### src/rtl/dmem_pkg.sv
`default_nettype none
// ============================================================================
//  Module      : dmem_pkg
//  Description : Shared types and lane helpers for the data-memory RMW
//                controller (access size, FSM states, lane extract/merge).
//  Revision    : 1.0 - initial release
// ============================================================================
package dmem_pkg;

   typedef enum logic [1:0] {
      SZ_B   = 2'd0,
      SZ_H   = 2'd1,
      SZ_W   = 2'd2,
      SZ_BAD = 2'd3
   } size_e;

   typedef enum logic [2:0] {
      IDLE    = 3'd0,
      LD_WAIT = 3'd1,
      LD_CAP  = 3'd2,
      ST_WR   = 3'd3,
      RMW_RD  = 3'd4,
      RMW_MRG = 3'd5
   } state_e;

   // Pick the addressed byte/half out of a word and sign- or zero-extend it.
   // Halves are selected by lane[1]; words pass straight through.
   function automatic logic [31:0] lane_extract(input logic [31:0] word,
                                                input logic [1:0]  lane,
                                                input size_e       size,
                                                input logic        uns);
      logic [7:0]  b;
      logic [15:0] h;
      logic [31:0] r;
      b = word[{lane, 3'b000} +: 8];
      h = lane[1] ? word[31:16] : word[15:0];
      case (size)
         SZ_B:    r = {{24{b[7] & ~uns}}, b};
         SZ_H:    r = {{16{h[15] & ~uns}}, h};
         default: r = word;
      endcase
      return r;
   endfunction

   // Replace the addressed byte/half of a word with right-aligned store data.
   function automatic logic [31:0] lane_merge(input logic [31:0] word,
                                              input logic [1:0]  lane,
                                              input size_e       size,
                                              input logic [15:0] wdata);
      logic [31:0] r;
      r = word;
      case (size)
         SZ_B: r[{lane, 3'b000} +: 8] = wdata[7:0];
         SZ_H: begin
            if (lane[1]) r[31:16] = wdata;
            else         r[15:0]  = wdata;
         end
         default: r = word;
      endcase
      return r;
   endfunction

endpackage
`default_nettype wire

### src/rtl/dmem_lane_fmt.sv
`default_nettype none
// ============================================================================
//  Module      : dmem_lane_fmt
//  Description : Combinational lane formatter: load extract/extend and
//                sub-word store merge on the SRAM read word.
//  Revision    : 1.0 - initial release
// ============================================================================
module dmem_lane_fmt
   import dmem_pkg::*;
(
   input  logic [31:0] word,
   input  logic [1:0]  lane,
   input  size_e       size,
   input  logic        uns,
   input  logic [15:0] wdata,
   output logic [31:0] load_val,
   output logic [31:0] merge_val
);

   // Both results are cheap; the controller picks whichever its state needs.
   always_comb begin
      load_val  = lane_extract(word, lane, size, uns);
      merge_val = lane_merge(word, lane, size, wdata);
   end

endmodule
`default_nettype wire

### src/rtl/dmem_rmw_ctrl.sv
`default_nettype none
// ============================================================================
//  Module      : dmem_rmw_ctrl
//  Description : RV32I load/store controller for a single-port 32-bit SRAM,
//                with read-modify-write for byte/half stores.
//  Revision    : 1.0 - initial release
// ============================================================================
module dmem_rmw_ctrl
   import dmem_pkg::*;
#(
   parameter int          ADDR_W    = 14,
   parameter logic [31:0] BASE_ADDR = 32'h0000_0000
) (
   input  logic              CLK,
   input  logic              RST_N,
   input  logic              req_valid,
   output logic              req_ready,
   input  logic              req_we,
   input  logic [31:0]       req_addr,
   input  logic [1:0]        req_size,
   input  logic              req_unsigned,
   input  logic [31:0]       req_wdata,
   output logic              rsp_valid,
   output logic [31:0]       rsp_rdata,
   output logic              rsp_err,
   output logic [ADDR_W-1:0] ADR,
   output logic [31:0]       D,
   output logic              WE,
   input  logic [31:0]       Q
);

   localparam int SPAN_LSB = ADDR_W + 2;

   state_e            r_state;
   state_e            w_state_nx;
   logic [ADDR_W-1:0] w_adr_nx;
   logic [31:0]       w_d_nx;
   logic              w_we_nx;
   logic              w_rsp_valid_nx;
   logic [31:0]       w_rsp_rdata_nx;
   logic              w_rsp_err_nx;

   logic [1:0]        r_lane;
   size_e             r_size;
   logic              r_uns;
   logic [15:0]       r_wdata;

   logic [31:0]       w_offset;
   size_e             w_req_sz;
   logic              w_bad;
   logic              w_accept;
   logic [31:0]       w_load_val;
   logic [31:0]       w_merge_val;

   // Offset wraps for addresses below the base, so one high-bit test covers both ends.
   assign w_offset  = req_addr - BASE_ADDR;
   assign w_req_sz  = size_e'(req_size);
   assign w_bad     = (w_req_sz == SZ_BAD)
                    || (w_req_sz == SZ_H && w_offset[0])
                    || (w_req_sz == SZ_W && w_offset[1:0] != 2'b00)
                    || (w_offset[31:SPAN_LSB] != '0);
   assign req_ready = (r_state == IDLE);
   assign w_accept  = req_valid && req_ready;

   dmem_lane_fmt u_fmt (
      .word      (Q),
      .lane      (r_lane),
      .size      (r_size),
      .uns       (r_uns),
      .wdata     (r_wdata),
      .load_val  (w_load_val),
      .merge_val (w_merge_val)
   );

   // Latch the request fields needed after the accept cycle.
   always_ff @(posedge CLK or negedge RST_N) begin
      if (!RST_N) begin
         r_lane  <= 2'd0;
         r_size  <= SZ_B;
         r_uns   <= 1'b0;
         r_wdata <= 16'd0;
      end else if (w_accept) begin
         r_lane  <= w_offset[1:0];
         r_size  <= w_req_sz;
         r_uns   <= req_unsigned;
         r_wdata <= req_wdata[15:0];
      end
   end

   // State and SRAM/response registers; reset abandons any in-flight access.
   always_ff @(posedge CLK or negedge RST_N) begin
      if (!RST_N) begin
         r_state   <= IDLE;
         ADR       <= '0;
         D         <= 32'd0;
         WE        <= 1'b0;
         rsp_valid <= 1'b0;
         rsp_rdata <= 32'd0;
         rsp_err   <= 1'b0;
      end else begin
         r_state   <= w_state_nx;
         ADR       <= w_adr_nx;
         D         <= w_d_nx;
         WE        <= w_we_nx;
         rsp_valid <= w_rsp_valid_nx;
         rsp_rdata <= w_rsp_rdata_nx;
         rsp_err   <= w_rsp_err_nx;
      end
   end

   // Next-state and next-output logic; response fields default to zero so
   // rsp_* are only non-zero in the pulse cycle.
   always_comb begin
      w_state_nx     = r_state;
      w_adr_nx       = ADR;
      w_d_nx         = D;
      w_we_nx        = 1'b0;
      w_rsp_valid_nx = 1'b0;
      w_rsp_rdata_nx = 32'd0;
      w_rsp_err_nx   = 1'b0;
      case (r_state)
         IDLE: begin
            if (req_valid) begin
               if (w_bad) begin
                  w_rsp_valid_nx = 1'b1;
                  w_rsp_err_nx   = 1'b1;
               end else begin
                  w_adr_nx = w_offset[SPAN_LSB-1:2];
                  if (!req_we) begin
                     w_state_nx = LD_WAIT;
                  end else if (w_req_sz == SZ_W) begin
                     w_state_nx = ST_WR;
                     w_d_nx     = req_wdata;
                     w_we_nx    = 1'b1;
                  end else begin
                     w_state_nx = RMW_RD;
                  end
               end
            end
         end
         LD_WAIT: w_state_nx = LD_CAP;
         LD_CAP: begin
            w_rsp_rdata_nx = w_load_val;
            w_rsp_valid_nx = 1'b1;
            w_state_nx     = IDLE;
         end
         RMW_RD: w_state_nx = RMW_MRG;
         RMW_MRG: begin
            w_d_nx     = w_merge_val;
            w_we_nx    = 1'b1;
            w_state_nx = ST_WR;
         end
         ST_WR: begin
            w_rsp_valid_nx = 1'b1;
            w_state_nx     = IDLE;
         end
         default: w_state_nx = IDLE;
      endcase
   end

endmodule
`default_nettype wire

### config.mk
export PLATFORM = sky130hd
export DESIGN_NAME = dmem_rmw_ctrl
export DESIGN_NICKNAME = d
export VERILOG_FILES = /design/src/rtl/dmem_pkg.sv /design/src/rtl/dmem_lane_fmt.sv /design/src/rtl/dmem_rmw_ctrl.sv
export SDC_FILE = /design/constraint.sdc
export NUM_CORES = 1
export LEC_CHECK = 0
export ABC_CLOCK_PERIOD_IN_PS = 3150
export BUFFER_PORTS_ARGS = -buffer_cell sky130_fd_sc_hd__buf_4
export CORE_ASPECT_RATIO = 2
export CORE_UTILIZATION = 28
export DETAILED_ROUTE_END_ITERATION = 6
export REMOVE_ABC_BUFFERS = 1
export SYNTH_ARGS = -nofsm -noshare
export SYNTH_HDL_FRONTEND = slang
export SYNTH_SLANG_ARGS = --single-unit
### constraint.sdc
create_clock -name CLK -period 3.15 [get_ports CLK]
set_clock_uncertainty 0.15 [all_clocks]
set_input_delay 0.63 -clock CLK [delete_from_list [all_inputs] [get_ports CLK]]
set_output_delay 0.63 -clock CLK [all_outputs]
set_load 0.01 [all_outputs]
## After elaboration in Yosys (flattened, before gate mapping)

Cells that the tools add are included.

| word-level totals | value |
|---|---|
| register bits | 105 |
| bits in latches | 0 |
| bits in writable memories | 0 |
| bits in read-only memories | 0 |
| bits of input ports | 103 |
| logic and storage cells | 73 |
| memories | 0 |

| cells by class | value |
|---|---|
| $add $sub $neg | 1 |
| $mul | 0 |
| div/mod/pow operators | 0 |
| order comparisons | 0 |
| eq/ne operators | 13 |
| shifts and indexed selects | 3 |
| mux-type cells | 26 |
| bitwise logic cells | 4 |
| reduce and logical (&&, ||, !) cells | 15 |

Operator list:

| cell | count |
|---|---|
| $pmux 32 s2 | 3 |
| $mux 32 | 5 |
| $mux 16 | 3 |
| $bwmux 32 | 1 |
| $shift 8x7->32 const A | 1 |
| $shiftx 32x6->8 | 1 |
| $shiftx 8x7->32 | 1 |
| $reduce_bool 16->1 | 1 |
| $mux 3 | 4 |
| $pmux 3 s4 | 1 |
| $mux 1 | 7 |
| $neg 5->7 | 1 |
| $eq 3x2->1 const B | 2 |
| $eq 3x3->1 const B | 2 |
| $reduce_and 5->1 | 1 |
| $eq 2x1->1 const B | 2 |
| $eq 2x2->1 const B | 2 |
| $ne 2x1->1 const B | 2 |
| $ne 2x2->1 const B | 2 |
| $pmux 1 s2 | 2 |
| $reduce_bool 2->1 | 2 |
| $eq 3x1->1 const B | 1 |
| $logic_and 1x1->1 | 3 |
| $logic_not 3->1 | 1 |
| other kinds (7) | 11 |

## Logic depth before layout (Yosys ltp)

Gate-level depths: netlist (run 1).

| logic depth | value |
|---|---|
| depth in word-level cells | 8 |
| depth in mapped cells | 10 |
| gate-level depth less buffers | 7 |

## Modules after synthesis

Synthesis (run 1) repeated with hierarchy kept, for this count alone.

| unflattened totals | value |
|---|---|
| cell total of the unflattened synthesis | 709 |
| area, all modules | 6401.1 µm² |

Modules (own cells, without submodules):

| module | times used | cells each | area an instance (µm²) | seq. area each (µm²) |
|---|---|---|---|---|
| dmem_rmw_ctrl | 1 | 401 | 4580.6 | 2627.5 |
| dmem_lane_fmt | 1 | 308 | 1820.5 | 0.0 |

## Least setup slack after synthesis (run 1)

Ideal clock, no wire load.

| timing path | value |
|---|---|
| path kind | reg2reg |
| start point | register r_lane[1] |
| end point | register D[17] |
| arrival time | 2219 ps |
| data required time | 2874 ps |
| path slack | 655 ps |
| cell stages (with the launch flop) | 11 |
| path buffers | 3 |
| clock period less this slack | 2495 ps |
| cells stage by stage | dfrtp_1 clkbuf_1 inv_1 clkbuf_1 ha_1 nor2_1 and4_1 clkbuf_1 a221oi_1 nor2_1 a221o_1 |

| between the ends | value |
|---|---|
| word-level cells in the longest chain between the ends | 5 |
| elaborated cells on any way between the ends | 7 |
| those cells by class | 1 x add/sub; 2 x shift; 4 x mux |

Ends and longest elaborated chain:

| what | line | source |
|---|---|---|
| start: declaration | dmem_rmw_ctrl.sv:43 | `logic [1:0] r_lane;` |
| start signal: assignment | dmem_rmw_ctrl.sv:83 | `r_lane <= w_offset[1:0];` |
| $neg 5->7 | dmem_pkg.sv:53 | `SZ_B: r[{lane, 3'b000} +: 8] = wdata[7:0];` |
| $shiftx 8x7->32 or $shift 8x7->32 (tied branches) | dmem_pkg.sv:53 |  |
| $bwmux 32 | dmem_pkg.sv:53 |  |
| $pmux 32 s2 * | dmem_pkg.sv:52 | `case (size)` |
| $pmux 32 s2 * | dmem_rmw_ctrl.sv:121 | `case (r_state)` |
| end signal: assignment | dmem_rmw_ctrl.sv:103 | `D <= w_d_nx;` |
| end: declaration | dmem_rmw_ctrl.sv:27 | `output logic [31:0] D,` |

Mark *: on every way between the ends. The rest lies on a longest branch, timed or not.
A chain may end at the register's enable or synchronous reset.

## Worst setup path after layout (run 1)

| timing path | value |
|---|---|
| start point | register r_size[1] |
| end point | register D[19] |

| between the ends | value |
|---|---|
| word-level cells in the longest chain between the ends | 3 |
| elaborated cells on any way between the ends | 4 |
| those cells by class | 1 x eq/ne; 2 x mux; 1 x reduce/logical |

Ends and longest elaborated chain:

| what | line | source |
|---|---|---|
| start: declaration | dmem_rmw_ctrl.sv:44 | `size_e r_size;` |
| start signal: assignment | dmem_rmw_ctrl.sv:84 | `r_size <= w_req_sz;` |
| $eq 2x1->1 or $logic_not 2->1 (tied branches) | dmem_pkg.sv:52 |  |
| $pmux 32 s2 * | dmem_pkg.sv:52 |  |
| $pmux 32 s2 * | dmem_rmw_ctrl.sv:121 |  |

Marks and branches as above.

==> results of run 1 <==
[logic make-up after synthesis]
group | count (synthesis) | share of synthesized area, %
and+or+nand+nor | 189 | 15.6
AOI/OAI and AO/OA | 171 | 22.4
DFF | 105 | 49.1
buffers and inverters | 68 | 5.12
muxes | 24 | 6.70
adders and majority gates | 5 | 1.17
[how the worst min path moves through the flow]
stage / start / end / slack [ns] / depth (start not counted)
final: req_wdata[2] / r_wdata[2] / 0.32 / 3
after global routing: req_wdata[2] / r_wdata[2] / 0.33 / 3
after CTS: req_wdata[12] / r_wdata[12] / 0.32 / 3
after detailed placement: ADR[4] / ADR[4] / 0.35 / 1
after global placement: r_wdata[13] / r_wdata[13] / 0.34 / 2
after floorplan: RST_N / ADR[0] / 0.18 / 0
[placed cells by master (no fill, tap or decap), drive strengths merged, types with 3 or more instances in the layout]
cell and n:
o21ai 16, o211ai 11, inv 25, nand3b 3, nor3 7, mux2 15
nor2 49, a22oi 18, a21oi 45, a221o 10, o22ai 8, dfrtp 105
a31oi 15, a221oi 26, nor4 6, clkinv 3, nor2b 4, mux4 8
a32o 9, buf 205, clkbuf 10, o221ai 7, nand2 97, ha 5
nand3 9
[worst max-delay path: cells and delay by family (launching register included)]
| kind | cells | cell delay (ns) |
|---|---|---|
| compound gates | 3 | 1.12 |
| buf+inv | 1 | 0.56 |
| flops | 1 | 0.58 |
| simple gates | 1 | 0.18 |
[state kept, by name, indices dropped and copies added (netlist names)]
name and cells:
ADR 14, D 32, WE 1, r_lane 2, r_size 2, r_state 3
r_uns 1, r_wdata 16, rsp_err 1, rsp_rdata 32, rsp_valid 1
[layout make-up]
type / count / area, um2
Timing Repair Buffer: 206 / 1560
Sequential cell: 105 / 2630
Clock buffer: 10 / 229
Tap cell: 255 / 319
Antenna cell: 1 / 2.50
Multi-Input combinational cell: 389 / 2450
Fill cell: 1883 / 11400
Inverter: 25 / 93.8
Clock inverter: 6 / 82.6
[power groups by stage]
stage / combinational (uW) / sequential [uW] / clock [uW]
after global placement: 498 / 1430 / 0
after global routing: 554 / 1410 / 1260
final: 508 / 1410 / 1200
after CTS: 506 / 1410 / 1220
after floorplan: 220 / 1440 / 0
after detailed placement: 504 / 1430 / 0
[per-layer routing]
layer	vias up	part of all wire, %	routed length [um]
met5	-	0	0
met4	0	5.3	1020
met3	52	4.7	893
met2	245	54	10400
met1	2448	36	6880
li1	2414	-	-
[Yosys cell counts (all sizes together) (9+ instances only)]
master / instances
buf: 18
a221oi: 26
nand2: 97
o211ai: 11
a22oi: 18
inv: 25
nand3: 9
nor2: 49
a221o: 10
a32o: 9
mux2: 15
dfrtp: 105
clkbuf: 25
a21oi: 45
o21ai: 16
a31oi: 15
[metrics by stage]
stage	total power, uW	worst slack [ns]	hold WS (ns)	area [um2]	util (%)
3_5_place_dp	1940	0.337	0.347	7050	37.6
2_1_floorplan	1660	0.105	0.184	5180	-
3_3_place_gp	1930	0.400	0.341	7050	37.6
6_report	3110	0.443	0.321	7370	39.3
4_1_cts	3140	0.508	0.316	7370	39.3
5_1_grt	3230	0.313	0.327	7370	39.3
[timing repair]
| action | in CTS | in global routing |
|---|---|---|
| hold endpoints to repair | 17 | 0 |
| hold buffers | 1 | 0 |
| resized for setup | 0 | 0 |
==> results by stage, run 1 <==
Run status:
- The run finished with clean final reports.

CTS:
- The number of setup buffers added after CTS is 0.
- Buffers inserted during clock tree synthesis total 9.
- After clock tree synthesis, the clock-pin slew on the worst setup and hold paths is around 0.07 ns.
- The longest clock path from root to sink contains 2 buffers.
- TritonCTS built the clock tree.
- The tree is rooted in a clkbuf_16.
- The sink count of the clock tree is around 110.
- The clock latency on the worst-skew pair is 0.36 ns.
- The H-tree depth is 3.

GRT:
- The met3 capacity usage during global routing is under 10%.
- The routing usage on met1 is between 20% and 30%.
- The initial antenna violation count is 1.
- Global routing consumed, on the met2 layer, 35.9% of the routing resources.
- The pin count of the biggest net entering global routing is between 80 and 90.
- After global routing, the most crowded layer is met2.
- The total congestion overflow is 0.
- The global-route usage over all layers is 19.8%.
- The via count of the first global-routing pass came to 5170.
- The first-pass GRT wire length is around 30000 um.

Worst setup path:
- Following the worst setup path forward leads to its endpoint at D[19].
- The startpoint identified for the worst register-to-register timing path is r_size[1].
- The maximum fanout count along the critical path is 19.
- The endpoint required time on the critical path is between 3 and 4 ns.
- The signal on the critical path passes through inv_1 > o21ai_0 > a221oi_1 > nor2_1 > a221o_1.
- By startpoint and endpoint, the worst setup path is classified as reg -> reg.
- For this design, the slowest cell found on the critical path is dfrtp_1.
- The type of element launching the critical path is a register.
- The largest single stage delay on the critical path is just under 0.6 ns.
- The arrival time reported for the critical path endpoint is ~2.8 ns.
- In this run the critical register-to-register path is captured at D[19].
- The startpoint of the worst setup timing path is r_size[1].
- The logic depth of the worst register-to-register path is 5.
- The worst setup path is captured at a register.
- In this run the register-to-register setup slack is about 0.44 ns.

Logic synthesis:
- The cell area after technology mapping is 5360 um2.
- The post-synthesis cell type count is 43.
- The yosys synthesis warning count is 0.
- Counting flops with an async set or reset pin after synthesis yields a share of 100%.
- After synthesis, flip-flops and latches occupy 49.1% of the total area.
- In this run, synthesis inferred 0 flip-flops with an integrated enable.
- Counting flops and latches in the post-synthesis netlist gives 105.
- The mean instance size in the synthesized netlist is 9.53 um2.
- The most used flip-flop cell after synthesis is dfrtp_1.
- In the post-synthesis netlist, the biggest area contributors are dfrtp_1, nand2_1, a221oi_1.
- The post-synthesis cell count is roughly 560.
- The fraction of synthesized cell area taken by the top area cell type is 49.1%.
- The cell taking the most area after synthesis is dfrtp_1.

Pwr:
- The share of total power consumed by net switching is 26.6%.
- Sequential cells burn a little under half of the power.
- In this run the static leakage power is approximately 0.0036 uW.
- In this run the power density over the cells is roughly 420 nW/um2.
- Internal power comes to roughly 2300 uW.
- The clock network burns between 30% and 40% of the power.
- The worst-case IR drop observed on VDD is approximately 0.00019 V.
- For this design the total switching power over the nets is a little over 800 uW.
- The fraction of power consumed by combinational cells is between 10% and 20%.

Timing:
- Setup repair after global routing left no endpoint under its margin.
- The number of hold violations in the final report came to 0.
- The max-slew violation total from the final report came to 0.
- In the finished design, the share of the clock period the worst path needs comes to a little under nine tenths.
- The setup TNS is 0 ns.
- The smallest clock period supported by the final layout is computed as 2.71 ns.
- Headroom to the max-slew limit came out at between 40% and 50%.
- The measured slew at the worst slew-check pin is roughly 0.84 ns.
- The maximum clock frequency is roughly 0.37 GHz.
- The final count of negative-setup-slack endpoints is 0.

Routing:
- The first-pass detailed-route iteration total is 6.
- The average wire length per cell after detail routing is roughly 19 um.
- Across all layers, the routed design uses 5159 vias.
- In this run, the number of DRC markers left after iteration 0 of detailed routing was around 360.
- The count of nets left with antenna violations once routing finished came out at 0.
- The number of DRC violations after detailed routing is 0.
- The final routed wirelength across all metal layers is ~19000 um.
- After detailed routing, the number of vias per cell comes to 5.17.

Min path:
- The path class of the lowest-slack min-delay path is in -> reg.

Placement:
- At the end of routability-driven placement, the weighted congestion stood at roughly 0.89.
- The wire-length estimate of the detail-placed layout is about 15000 um.
- In this run, placement finished with an instance count of 979.
- The count of buffers added on input and output ports is 184.

Final layout:
- After the last flow step, the layout net total stands at roughly 840.
- Relative to the synthesized area, the layout overhead comes to 37.6%.
- For this run, the number of standard cells in the final layout without fillers is 997.
- In the final layout, the share of cells above drive strength 1 is roughly a third.

Die:
- The initialized floorplan defines 71 standard-cell rows.
- The initial standard-cell utilization of the core is 28.6%.
- The die is between 150 and 200 um tall.
- The die covers about 20000 um2.
- The number of top-level pins is 185.
- The horizontal extent of the die is approximately 100 um.
- After floorplanning, the core was sized to cover between 15000 and 20000 um2.

Run:
- The count of maximum capacitance violations is 0.
(Power assumes the default switching activity.)
==> run 2: changes to the inputs <==
Settings changed: CORE_UTILIZATION 28 to 40, CTS_BUF_LIST from default to sky130_fd_sc_hd__clkbuf_4 sky130_fd_sc_hd__clkbuf_8 sky130_fd_sc_hd__clkbuf_16, PLACE_DENSITY from default to 0.66.
==> results by stage, run 2 (synthesis gave the netlist of run 1 again) <==
GRT:
- The first-pass GRT wire length came to 27400 um (was 29200 um).
- The pin count of the biggest net entering global routing is 56 (was 89).
- The global-route usage over all layers is 25.9% (was 19.8%).
- The initial antenna violation count is 0 (was 1).
- The total congestion overflow is 0 (unchanged).
- The via count of the first global-routing pass came to 5182 (was 5170).

Routing:
- The number of DRC violations after detailed routing came to 33 (was 0).
- The DRC marker count from the first detailed-route iteration is 370 (was 357).
- The final routed wirelength across all metal layers is 17900 um (was 19200 um).
- The average wire length per cell after detail routing came to 20.1 um (was 19.2 um).
- The number of vias after detailed routing is 5249 (was 5159).
- The first-pass detailed-route iteration total came to 7 (was 6).
- The number of vias per cell after detailed routing came to 5.90 (was 5.17).
- The number of nets with antenna violations after detailed routing is 0 (unchanged).

Timing:
- The max-slew violation total from the final report is 0 (unchanged).
- The post-layout worst setup margin is 0.330 ns (was 0.443 ns).
- The final count of negative-setup-slack endpoints was 0 (unchanged).
- The worst hold slack was 0.131 ns (was 0.321 ns).
- The setup TNS is 0 ns (unchanged).
- The maximum clock frequency is 0.355 GHz (was 0.369 GHz).
- The number of hold violations in the final report is 0 (unchanged).
- The final cycle utilization of the critical path is 89.5% (was 85.9%).
- Unrepaired setup endpoints after global routing: false (unchanged).
- The worst slew margin relative to its limit came to 31.2% (was 43.6%).
- The clock period minus final worst setup slack is 2.82 ns (was 2.71 ns).
- The measured slew at the worst slew-check pin is 1.03 ns (was 0.843 ns).

Worst setup path:
- The kind of end point of the critical path is a register (unchanged).
- The logic depth of the worst register-to-register path is 5 (unchanged).
- The maximum fanout count along the critical path came to 23 (was 19).
- The endpoint required time on the critical path is 3.24 ns (about the same).
- The startpoint of the worst register-to-register path is r_size[1] (unchanged).
- The type of element launching the critical path was a register (unchanged).
- The arrival time reported for the critical path endpoint came to 2.91 ns (was 2.80 ns).
- The critical register-to-register path endpoint is D[19] (unchanged).
- The slack of the worst reg-to-reg path was 0.33 ns (was 0.44 ns).
- The critical setup path kind is reg -> reg (unchanged).

Pwr:
- The power density relative to cell area is 423 nW/um2 (was 422 nW/um2).
- The maximum resistive drop on vdd is 0.000281 V (was 0.000187 V).
- The total leakage power is 0.00357 uW (was 0.00360 uW).

CTS:
- The CTS tree is built (unchanged).
- The post-cts gate resize count came to 0 (unchanged).
- The number of setup buffers added after CTS is 0 (unchanged).
- The H-tree depth is 3 (unchanged).
- The maximum clock insertion buffer count is 2 (unchanged).
- The hold-fix buffer count after cts was 0 (was 1).
- The clock latency on the worst-skew pair is 0.35 ns (was 0.36 ns).
- The clock buffer count from CTS is 9 (unchanged).
- The sink count of the clock tree is 105 (unchanged).
- The clock transition at the registers of the reported paths came to 0.07 ns (about the same).
- The clock root buffer is clkbuf_16 (unchanged).

Final layout:
- The area of the multi-input gates came to 2450 um2 (unchanged).
- The final design area excluding fillers is 7210 um2 (was 7370 um2).
- The final-stage net count is 841 (was 844).
- The total area of sequential cells is 2630 um2 (unchanged).
- The diode insertion count for antenna repair is 0 (was 1).
- Registers with the most flip-flops: D: 32 flops, rsp_rdata: 32 flops, r_wdata: 16 flops (unchanged).
- Highest-count cells in the layout ignoring fill and taps: buf_4, dfrtp_1, nand2_1, nor2_1, a21oi_1 (unchanged).
- The most common cell after layout, fill and taps aside was buf_4 (unchanged).
- The fraction of layout cells with a size suffix above 1 is 33.3% (unchanged).
- The area growth from synthesis to layout is 34.6% (was 37.6%).
- The number of inserted filler cells in the final layout is 1197 (was 1883).

Min path:
- The path class of the lowest-slack min-delay path is in -> async (was in -> reg).

Run status:
- The checks that failed: design-rule violations.
- Result of the run: finished, violations left (was finished, final reports clean).

Placement:
- The worst slack at placement came to 0.432 ns (was 0.337 ns).
- The last weighted congestion value of the routability-driven placer came to 0.925 (was 0.892).
- The total half-perimeter wirelength after legalization and detailed placement came to 13800 um (was 14800 um).
- The count of input and output buffers is 184 (unchanged).
- The instance area at placement was 6900 um2 (was 7050 um2).

Die:
- The die boundary height is 166 um (was 198 um).
- The number of top-level pins is 185 (unchanged).
- The initial standard-cell utilization of the core is 41.0% (was 28.6%).
- The die area is 13900 um2 (was 19700 um2).
- The number of cell rows was 59 (was 71).
- The horizontal extent of the die was 83.8 um (was 99.8 um).
- The core area is 13100 um2 (was 18700 um2).

Run:
- The count of maximum capacitance violations is 0 (unchanged).
run 2: changes by cell type in the layout (fill, tap and decap cells not counted):
cell           change
diode_2            -1
bufinv_16          -1
dlygate4sd3_1      -1
clkbuf_1           -1
clkbuf_8           +1
clkinvlp_4         +2
clkinv_2           -2
buf_4              -2
inv_6              +1
run 2: how the worst max path moves through the flow:
stage / from / end / slack (ns) / cells past startpoint
6_report: r_size[1] / D[19] / 0.33 / 5
5_1_grt: r_size[1] / D[17] / 0.24 / 5
4_1_cts: r_size[1] / D[19] / 0.45 / 5
3_5_place_dp: req_addr[21] / D[10] / 0.43 / 7
3_3_place_gp: req_addr[16] / D[10] / 0.49 / 7
2_1_floorplan: req_addr[17] / D[17] / 0.11 / 5
run 2: layout make-up:
class,instances,area share [%]
clock buffer,10,3.32
clock inverter,6,0.920
inverter,25,1.30
multi-input combinational,389,34.1
sequential,105,36.5
tap,152,2.64
timing repair buffer,203,21.3
run 2: report_power, final:
group	leakage, uW	total, uW	internal (uW)	switching (uW)
registers	0.00141	1410	1370	39.2
logic	0.00202	499	217	282
clock network	0.000141	1140	639	502
run 2: critical path, cell delays in order (launching register included):
cell and delay, ns:
dfrtp_1 0.66, inv_1 0.65, o21ai_0 0.43, a221oi_1 0.36, nor2_1 0.16, a221o_1 0.29
run 2: metal layers:
metal  GRT usage [%]  routed length, um  vias to the layer above
li1                -                  -                     2395
met1            28.3               6420                     2513
met2            46.2               9550                      282
met3            3.99               1110                       59
met4            15.8                829                        0
met5               0                  0                        -
run 2: through the flow:
stage	utilization [%]	power (uW)	cells
2_1_floorplan	-	1660	519
3_3_place_gp	52.8	1920	874
3_5_place_dp	52.8	1930	874
4_1_cts	55.2	3060	890
5_1_grt	55.2	3180	890
6_report	55.2	3050	890
